===== src/rtl/mdu_pkg.sv =====
// -----------------------------------------------------------------------------
// mdu_pkg
// Shared definitions for the multi-cycle multiply/divide sequencer:
//   - MDU operation codes (MULT, MULTU, DIV, DIVU)
//   - ALU function codes the sequencer is allowed to request (add, sub)
//   - FSM state encoding
//   - iteration count for the shift-add / restoring-divide loops
//   - small helpers decoding an op code into "is divide" / "is signed"
// -----------------------------------------------------------------------------
package mdu_pkg;

    localparam logic [1:0] MDU_MULT  = 2'b00;
    localparam logic [1:0] MDU_MULTU = 2'b01;
    localparam logic [1:0] MDU_DIV   = 2'b10;
    localparam logic [1:0] MDU_DIVU  = 2'b11;

    localparam logic [5:0] ALU_FUN_ADD = 6'b000000;
    localparam logic [5:0] ALU_FUN_SUB = 6'b000001;

    localparam int ITER_COUNT = 32;

    typedef enum logic [2:0] {
        ST_IDLE = 3'd0,
        ST_PREP = 3'd1,
        ST_ITER = 3'd2,
        ST_FIX  = 3'd3
    } mdu_state_t;

    function automatic logic op_is_div(input logic [1:0] op);
        return (op == MDU_DIV) || (op == MDU_DIVU);
    endfunction

    function automatic logic op_is_signed(input logic [1:0] op);
        return (op == MDU_MULT) || (op == MDU_DIV);
    endfunction

endpackage


===== src/rtl/mdu_sign_fix.sv =====
// -----------------------------------------------------------------------------
// mdu_sign_fix
// Combinational conditional two's-complement negation.
//   i_wide = 1 : the 2*W-bit value is negated as one number when i_neg_hi = 1
//                (i_neg_lo ignored) -- used for the 64-bit product.
//   i_wide = 0 : upper and lower W-bit halves are negated independently by
//                i_neg_hi / i_neg_lo -- used for operand abs values and for
//                quotient/remainder.
// Ports:
//   i_wide    in  1     whole-value (1) or split-halves (0) mode
//   i_neg_hi  in  1     negate whole value / upper half
//   i_neg_lo  in  1     negate lower half (split mode only)
//   i_val     in  2*W   value to fix up
//   o_val     out 2*W   fixed-up value
// -----------------------------------------------------------------------------
module mdu_sign_fix #(
    parameter int W = 32
) (
    input  logic           i_wide,
    input  logic           i_neg_hi,
    input  logic           i_neg_lo,
    input  logic [2*W-1:0] i_val,
    output logic [2*W-1:0] o_val
);

    logic [2*W-1:0] w_neg_all;
    logic [W-1:0]   w_neg_hi;
    logic [W-1:0]   w_neg_lo;

    assign w_neg_all = ~i_val + {{(2*W-1){1'b0}}, 1'b1};
    assign w_neg_hi  = ~i_val[2*W-1:W] + {{(W-1){1'b0}}, 1'b1};
    assign w_neg_lo  = ~i_val[W-1:0] + {{(W-1){1'b0}}, 1'b1};

    always_comb begin
        if (i_wide) begin
            o_val = i_neg_hi ? w_neg_all : i_val;
        end else begin
            o_val = {i_neg_hi ? w_neg_hi : i_val[2*W-1:W],
                     i_neg_lo ? w_neg_lo : i_val[W-1:0]};
        end
    end

endmodule


===== src/rtl/mdu_seq.sv =====
// -----------------------------------------------------------------------------
// mdu_seq
// Multi-cycle MULT/MULTU/DIV/DIVU sequencer producing HI/LO. It has no adder of
// its own: every iteration borrows the shared combinational ALU through
// alu_req/alu_gnt, and an iteration only advances on a granted cycle.
// Shift-add multiply and restoring divide each take 32 granted iterations on
// absolute values; signs are restored in the FIX state.
//
// Optional build macro: MDU_DIVZ_FLAG_EN adds output div_zero, high during the
// done pulse of a divide whose divisor was zero.
//
// Ports:
//   clk       in   1   clock
//   reset     in   1   asynchronous active-low reset
//   start     in   1   launch op (sampled only in IDLE)
//   op        in   2   00 MULT, 01 MULTU, 10 DIV, 11 DIVU
//   rs_val    in   32  multiplicand / dividend
//   rt_val    in   32  multiplier / divisor
//   busy      out  1   high in every state except IDLE
//   done      out  1   one-cycle pulse, hi/lo valid
//   hi        out  32  product high / remainder
//   lo        out  32  product low / quotient
//   alu_req   out  1   ALU wanted this cycle
//   alu_gnt   in   1   ALU granted this cycle
//   alu_in1   out  32  ALU operand 1 (0 when not requesting)
//   alu_in2   out  32  ALU operand 2 (0 when not requesting)
//   alu_fun   out  6   add or sub
//   alu_sign  out  1   always 0 (unsigned add/sub)
//   alu_out   in   32  ALU result, same cycle
//   div_zero  out  1   (MDU_DIVZ_FLAG_EN only) divide-by-zero flag
// -----------------------------------------------------------------------------
module mdu_seq
    import mdu_pkg::*;
#(
    parameter int WIDTH = 32
) (
    input  logic             clk,
    input  logic             reset,
    input  logic             start,
    input  logic [1:0]       op,
    input  logic [WIDTH-1:0] rs_val,
    input  logic [WIDTH-1:0] rt_val,
    output logic             busy,
    output logic             done,
    output logic [WIDTH-1:0] hi,
    output logic [WIDTH-1:0] lo,
    output logic             alu_req,
    input  logic             alu_gnt,
    output logic [WIDTH-1:0] alu_in1,
    output logic [WIDTH-1:0] alu_in2,
    output logic [5:0]       alu_fun,
    output logic             alu_sign,
    input  logic [WIDTH-1:0] alu_out
`ifdef MDU_DIVZ_FLAG_EN
    ,
    output logic             div_zero
`endif
);

    // Control registers
    mdu_state_t       r_state;
    logic             r_busy;
    logic             r_done;
    logic             r_alu_req;
    logic [5:0]       r_cnt;
    logic [WIDTH-1:0] r_hi;
    logic [WIDTH-1:0] r_lo;
`ifdef MDU_DIVZ_FLAG_EN
    logic             r_div_zero;
`endif

    // Datapath registers
    logic [1:0]       r_op;
    logic [WIDTH-1:0] r_a;
    logic [WIDTH-1:0] r_b;
    logic [WIDTH-1:0] r_acc;
    logic [WIDTH-1:0] r_shreg;
    logic             r_neg_q;
    logic             r_neg_r;

    logic             w_is_div;
    logic             w_is_signed;
    logic [WIDTH-1:0] w_sh;
    logic             w_carry;
    logic             w_borrow;
    logic             w_ok;
    logic             w_divz;
    logic [2*WIDTH-1:0] w_prep;
    logic [2*WIDTH-1:0] w_fix;

    assign w_is_div    = op_is_div(r_op);
    assign w_is_signed = op_is_signed(r_op);

    // Divide shifts the next dividend bit into the partial remainder.
    assign w_sh = {r_acc[WIDTH-2:0], r_shreg[WIDTH-1]};

    // ALU operands are forced to zero whenever no request is outstanding.
    always_comb begin
        alu_in1 = '0;
        alu_in2 = '0;
        alu_fun = ALU_FUN_ADD;
        if (r_alu_req) begin
            if (w_is_div) begin
                alu_in1 = w_sh;
                alu_in2 = r_b;
                alu_fun = ALU_FUN_SUB;
            end else begin
                alu_in1 = r_acc;
                alu_in2 = r_shreg[0] ? r_a : '0;
                alu_fun = ALU_FUN_ADD;
            end
        end
    end

    assign alu_sign = 1'b0;

    // The ALU returns only 32 bits; carry-out and borrow are rebuilt from the
    // operand and result sign bits.
    assign w_carry  = (alu_in1[WIDTH-1] & alu_in2[WIDTH-1]) |
                      ((alu_in1[WIDTH-1] | alu_in2[WIDTH-1]) & ~alu_out[WIDTH-1]);
    assign w_borrow = (~alu_in1[WIDTH-1] & alu_in2[WIDTH-1]) |
                      ((~alu_in1[WIDTH-1] | alu_in2[WIDTH-1]) & alu_out[WIDTH-1]);
    // A set bit shifted out of the remainder means it already exceeds the
    // divisor, so the subtraction always succeeds.
    assign w_ok     = r_acc[WIDTH-1] | ~w_borrow;

    assign w_divz   = w_is_div && (r_b == '0);

    // PREP: absolute values of both operands.
    mdu_sign_fix #(.W(WIDTH)) u_prep_fix (
        .i_wide   (1'b0),
        .i_neg_hi (w_is_signed & r_a[WIDTH-1]),
        .i_neg_lo (w_is_signed & r_b[WIDTH-1]),
        .i_val    ({r_a, r_b}),
        .o_val    (w_prep)
    );

    // FIX: 64-bit negate for products, per-half negate for quotient/remainder.
    mdu_sign_fix #(.W(WIDTH)) u_res_fix (
        .i_wide   (~w_is_div),
        .i_neg_hi (w_is_div ? r_neg_r : r_neg_q),
        .i_neg_lo (r_neg_q),
        .i_val    ({r_acc, r_shreg}),
        .o_val    (w_fix)
    );

    // Sequencer FSM and result registers.
    always_ff @(posedge clk or negedge reset) begin
        if (!reset) begin
            r_state   <= ST_IDLE;
            r_busy    <= 1'b0;
            r_done    <= 1'b0;
            r_alu_req <= 1'b0;
            r_cnt     <= '0;
            r_hi      <= '0;
            r_lo      <= '0;
`ifdef MDU_DIVZ_FLAG_EN
            r_div_zero <= 1'b0;
`endif
        end else begin
            r_done <= 1'b0;
`ifdef MDU_DIVZ_FLAG_EN
            r_div_zero <= 1'b0;
`endif
            case (r_state)
                ST_IDLE: begin
                    if (start) begin
                        r_state <= ST_PREP;
                        r_busy  <= 1'b1;
                    end
                end
                ST_PREP: begin
                    r_state   <= ST_ITER;
                    r_alu_req <= 1'b1;
                    r_cnt     <= '0;
                end
                ST_ITER: begin
                    if (alu_gnt) begin
                        r_cnt <= r_cnt + 6'd1;
                        if (r_cnt == 6'(ITER_COUNT - 1)) begin
                            r_state   <= ST_FIX;
                            r_alu_req <= 1'b0;
                        end
                    end
                end
                ST_FIX: begin
                    r_state <= ST_IDLE;
                    r_busy  <= 1'b0;
                    r_done  <= 1'b1;
                    // With a zero divisor every step succeeds, so the
                    // remainder naturally returns the original dividend;
                    // only the quotient needs overriding.
                    r_hi <= w_fix[2*WIDTH-1:WIDTH];
                    r_lo <= w_divz ? '1 : w_fix[WIDTH-1:0];
`ifdef MDU_DIVZ_FLAG_EN
                    r_div_zero <= w_divz;
`endif
                end
                default: begin
                    r_state   <= ST_IDLE;
                    r_busy    <= 1'b0;
                    r_alu_req <= 1'b0;
                end
            endcase
        end
    end

    // Operand latch and iteration datapath (no reset needed: always loaded
    // before use).
    always_ff @(posedge clk) begin
        case (r_state)
            ST_IDLE: begin
                if (start) begin
                    r_op <= op;
                    r_a  <= rs_val;
                    r_b  <= rt_val;
                end
            end
            ST_PREP: begin
                r_a     <= w_prep[2*WIDTH-1:WIDTH];
                r_b     <= w_prep[WIDTH-1:0];
                r_acc   <= '0;
                r_shreg <= w_is_div ? w_prep[2*WIDTH-1:WIDTH] : w_prep[WIDTH-1:0];
                r_neg_q <= w_is_signed & (r_a[WIDTH-1] ^ r_b[WIDTH-1]);
                r_neg_r <= w_is_signed & r_a[WIDTH-1];
            end
            ST_ITER: begin
                if (alu_gnt) begin
                    if (w_is_div) begin
                        r_acc   <= w_ok ? alu_out : w_sh;
                        r_shreg <= {r_shreg[WIDTH-2:0], w_ok};
                    end else begin
                        {r_acc, r_shreg} <= {w_carry, alu_out, r_shreg[WIDTH-1:1]};
                    end
                end
            end
            default: begin
            end
        endcase
    end

    assign busy    = r_busy;
    assign done    = r_done;
    assign hi      = r_hi;
    assign lo      = r_lo;
    assign alu_req = r_alu_req;
`ifdef MDU_DIVZ_FLAG_EN
    assign div_zero = r_div_zero;
`endif

endmodule

===== config.mk =====
export PLATFORM = sky130hd
export DESIGN_NAME = mdu_seq
export DESIGN_NICKNAME = d
export VERILOG_FILES = /design/src/rtl/mdu_pkg.sv /design/src/rtl/mdu_sign_fix.sv /design/src/rtl/mdu_seq.sv
export SDC_FILE = /design/constraint.sdc
export NUM_CORES = 1
export LEC_CHECK = 0
export ABC_AREA = 1
export CAP_MARGIN = 20
export CORE_MARGIN = 1
export CORE_UTILIZATION = 40
export DETAILED_ROUTE_END_ITERATION = 8
export PLACE_DENSITY = 0.72
export REMOVE_ABC_BUFFERS = 1
export SYNTH_ARGS = -nofsm -noshare
export SYNTH_HDL_FRONTEND = slang
export SYNTH_SLANG_ARGS = --single-unit

===== constraint.sdc =====
create_clock -name clk -period 8.4 [get_ports clk]
set_input_delay 1.26 -clock clk [delete_from_list [all_inputs] [get_ports clk]]
set_output_delay 1.26 -clock clk [all_outputs]
set_load 0.01 [all_outputs]

==> impl_metrics.json <==
{
  "fmax_mhz": 220,
  "multi_input_area_um2": 7420,
  "clk_latency_ps": 550,
  "finalWirelength_um": 55800,
  "synth_ff_type": "edfxtp_1",
  "seq_area_frac_synth_pct": 40.1,
  "drive_gt1_share_pct": 4.75,
  "synthArstFlopShare_pct": 36.2,
  "cts_max_path_buffers": 3,
  "syn_inst": 2110,
  "register_area_um2": 5840,
  "cts-root-buf": "clkbuf_16",
  "report.final.slew_viol_count": 0,
  "grtUsageTotal_pct": 29.6,
  "tritoncts": "yes",
  "cts.sinks": 207,
  "grt_pass1_vias": 14300,
  "grt.overflow.total": 0,
  "min_period_over_period_pct": 54.1,
  "power_density_nw_per_um2": 409,
  "dieHeight_um": 193,
  "clock-skew-final_ps": 13.9,
  "cap_viol_max_count": 0,
  "worst_setup_path_start_kind": "register",
  "cp-end-kind": "primary output",
  "cts_hold_buf": 0,
  "cts_resized": 0,
  "synth_edf_count": 132,
  "clk_pin_slew_worst_paths_ps": 70,
  "crit_required_ps": 7140,
  "portBuffers": 233,
  "finalCriticalPeriod_ps": 4550,
  "rsz0062_at_grt": "no",
  "ant_nets": 0,
  "io_pins": 240,
  "die_area_um2": 37200,
  "critPathKind": "reg -> out",
  "status": "finished with violations",
  "grt_pass1_wl_um": 83900,
  "vias_per_cell": 5.64,
  "row_count": 69,
  "worst_hold_slack_ps": 480,
  "h-tree-depth": 1,
  "cp_max_fo": 87,
  "firstDrtPassIters": 9,
  "n_fill_cell": 3591,
  "yosysWarnings": 0,
  "critical_path_arrival_ps": 3290,
  "synthTopCellsByArea": "edfxtp_1, nand2_1, dfrtp_1",
  "tightest_slew_ps": 1070,
  "num_vias": 15600,
  "gp_congestion": 0.965,
  "hpwlAfterDp_um": 41700,
  "synth_cell_types": 41,
  "hold_viol_final": 0,
  "antenna_found_initial": 0,
  "netlist.area_leader.share_pct": 27.2,
  "yosys.area.top_type": "edfxtp_1",
  "dieWidth_um": 193,
  "max_slew_margin_pct": 28.5,
  "core-area_um2": 35700,
  "synth.cell_area_um2": 14600,
  "drc": 16,
  "yosysMostFrequentCell": "nand2_1",
  "diodes": 0,
  "ys_ff_latch": 207,
  "syn_area_per_cell_um2": 6.90,
  "nNetsFinal": 2405,
  "cts_made_buffers": 26,
  "setup_violations": 0,
  "synthToLayoutAreaGrowth_pct": 24.9,
  "failed_checks": "DRC",
  "vdd.ir_drop.worst_mv": 0.409,
  "post-cts-setup-buffer-count": 0,
  "finalSetupTns_ps": 0,
  "start_util_pct": 40.8,
  "p_leak_nw": 7.89,
  "dr.first_iter.drc_count": 1927,
  "wl_per_cell_um": 20.1,
  "hp-class": "reg -> reg",
  "grt_max_degree": 95,
  "synth_common_cells": "nand2_1, nor2_1, nand3_1"
}
## cells in the final DEF (no fill, tap or decap), types with 2 or more instances in the layout
cell type        instances
inv_2                    8
dfrtp_1                 75
nand3_2                  3
nor2_4                   4
buf_16                   2
clkdlybuf4s50_1        232
xor2_1                  46
and2_1                   3
o31ai_1                  3
o21ai_1                  6
o211ai_1                 5
nand3b_1                 6
a21oi_1                 97
o21ai_0                108
a21oi_2                 12
nor2_1                 271
ha_1                     7
o22ai_1                 61
bufinv_16                4
conb_1                   6
clkbuf_8                 7
nand4_1                 28
a31oi_1                 45
o22a_2                   2
clkbuf_1                 5
inv_1                  223
ha_2                     2
nor2_2                   5
nor3_1                   9
nand2_1                566
inv_4                    2
nand3_1                266
clkbuf_16               27
buf_4                   16
nand2_2                  6
edfxtp_1               132
clkinv_2                 2
## worst max-delay path: stages, from the launching register on
cell             delay [ps]
edfxtp_1                320
buf_4                   290
buf_4                   820
nor2_1                  180
nor3_1                  460
clkdlybuf4s50_1         630
## final cells by class
type,count,share of cell area (%)
Multi-Input combinational cell,1575,40.8
Timing Repair Buffer,251,13.8
Clock buffer,39,4.35
Tap cell,461,3.17
Inverter,233,4.83
Clock inverter,9,0.901
Sequential cell,207,32.1
## metal layers
metal  share of wire (%)  global-route usage, %  vias up  routed length, µm
met1                  45                   43.7     7385              25100
met3                 9.0                   4.89       92               5050
met4                 2.7                   8.27        0               1520
met5                   0                      0        -                  0
li1                    -                      -     7385                  -
met2                  43                   44.1      780              24200
## final timing paths
path | start | to | slack, ps | depth (start not counted)
min in group asynchronous | reset | hi[16]$_DFFE_PN0P_ | 690 | 1
setup / recovery | r_op[1]$_DFFE_PP_ | alu_in1[1] | 3850 | 5
hold / removal | hi[21]$_DFFE_PN0P_ | hi[21]$_DFFE_PN0P_ | 480 | 2
hold reg to reg | hi[21]$_DFFE_PN0P_ | hi[21]$_DFFE_PN0P_ | 480 | 2
setup reg to reg | r_op[1]$_DFFE_PP_ | hi[9]$_DFFE_PN0P_ | 4680 | 11
max in group asynchronous | reset | lo[31]$_DFFE_PN0P_ | 7090 | 2
## stage by stage
step	instance area (µm²)	utilization (%)	power (mW)	cells	setup WS [ps]
5_1_grt	18200	50.9	7.92	2775	3740
3_5_place_dp	17200	48.1	6.11	2725	4230
2_1_floorplan	14100	-	4.49	2015	69.3
6_report	18200	50.9	7.44	2775	3850
4_1_cts	18100	50.8	7.37	2773	3640
3_3_place_gp	17200	48.0	6.05	2724	4290
## power breakdown
| group | total (mW) | switching [mW] | internal [mW] |
|---|---|---|---|
| clock network | 1.25 | 0.474 | 0.774 |
| registers | 2.31 | 0.513 | 1.80 |
| logic | 3.88 | 2.58 | 1.31 |
## flip-flops by register name (all words and copies together) (netlist names)
signal / count
r_shreg: 32
r_neg_r: 1
r_state: 2
r_op: 2
busy: 1
hi: 32
lo: 32
r_acc: 32
r_cnt: 6
r_a: 32
done: 1
alu_req: 1
r_neg_q: 1
r_b: 32
## cells by family (layout without fill, tap and decap cells)
kind of cell	count (synthesis)	after routing	synth area share (%)
simple gates	1169	1169	33.7
compound gates	345	345	13.4
buf+inv	333	532	9.23
flops	207	207	40.1
xor+xnor	46	46	2.77
fa+ha+maj	9	9	0.773
other cells	1	6	0.0257
Power figures use the tool's default switching activity.
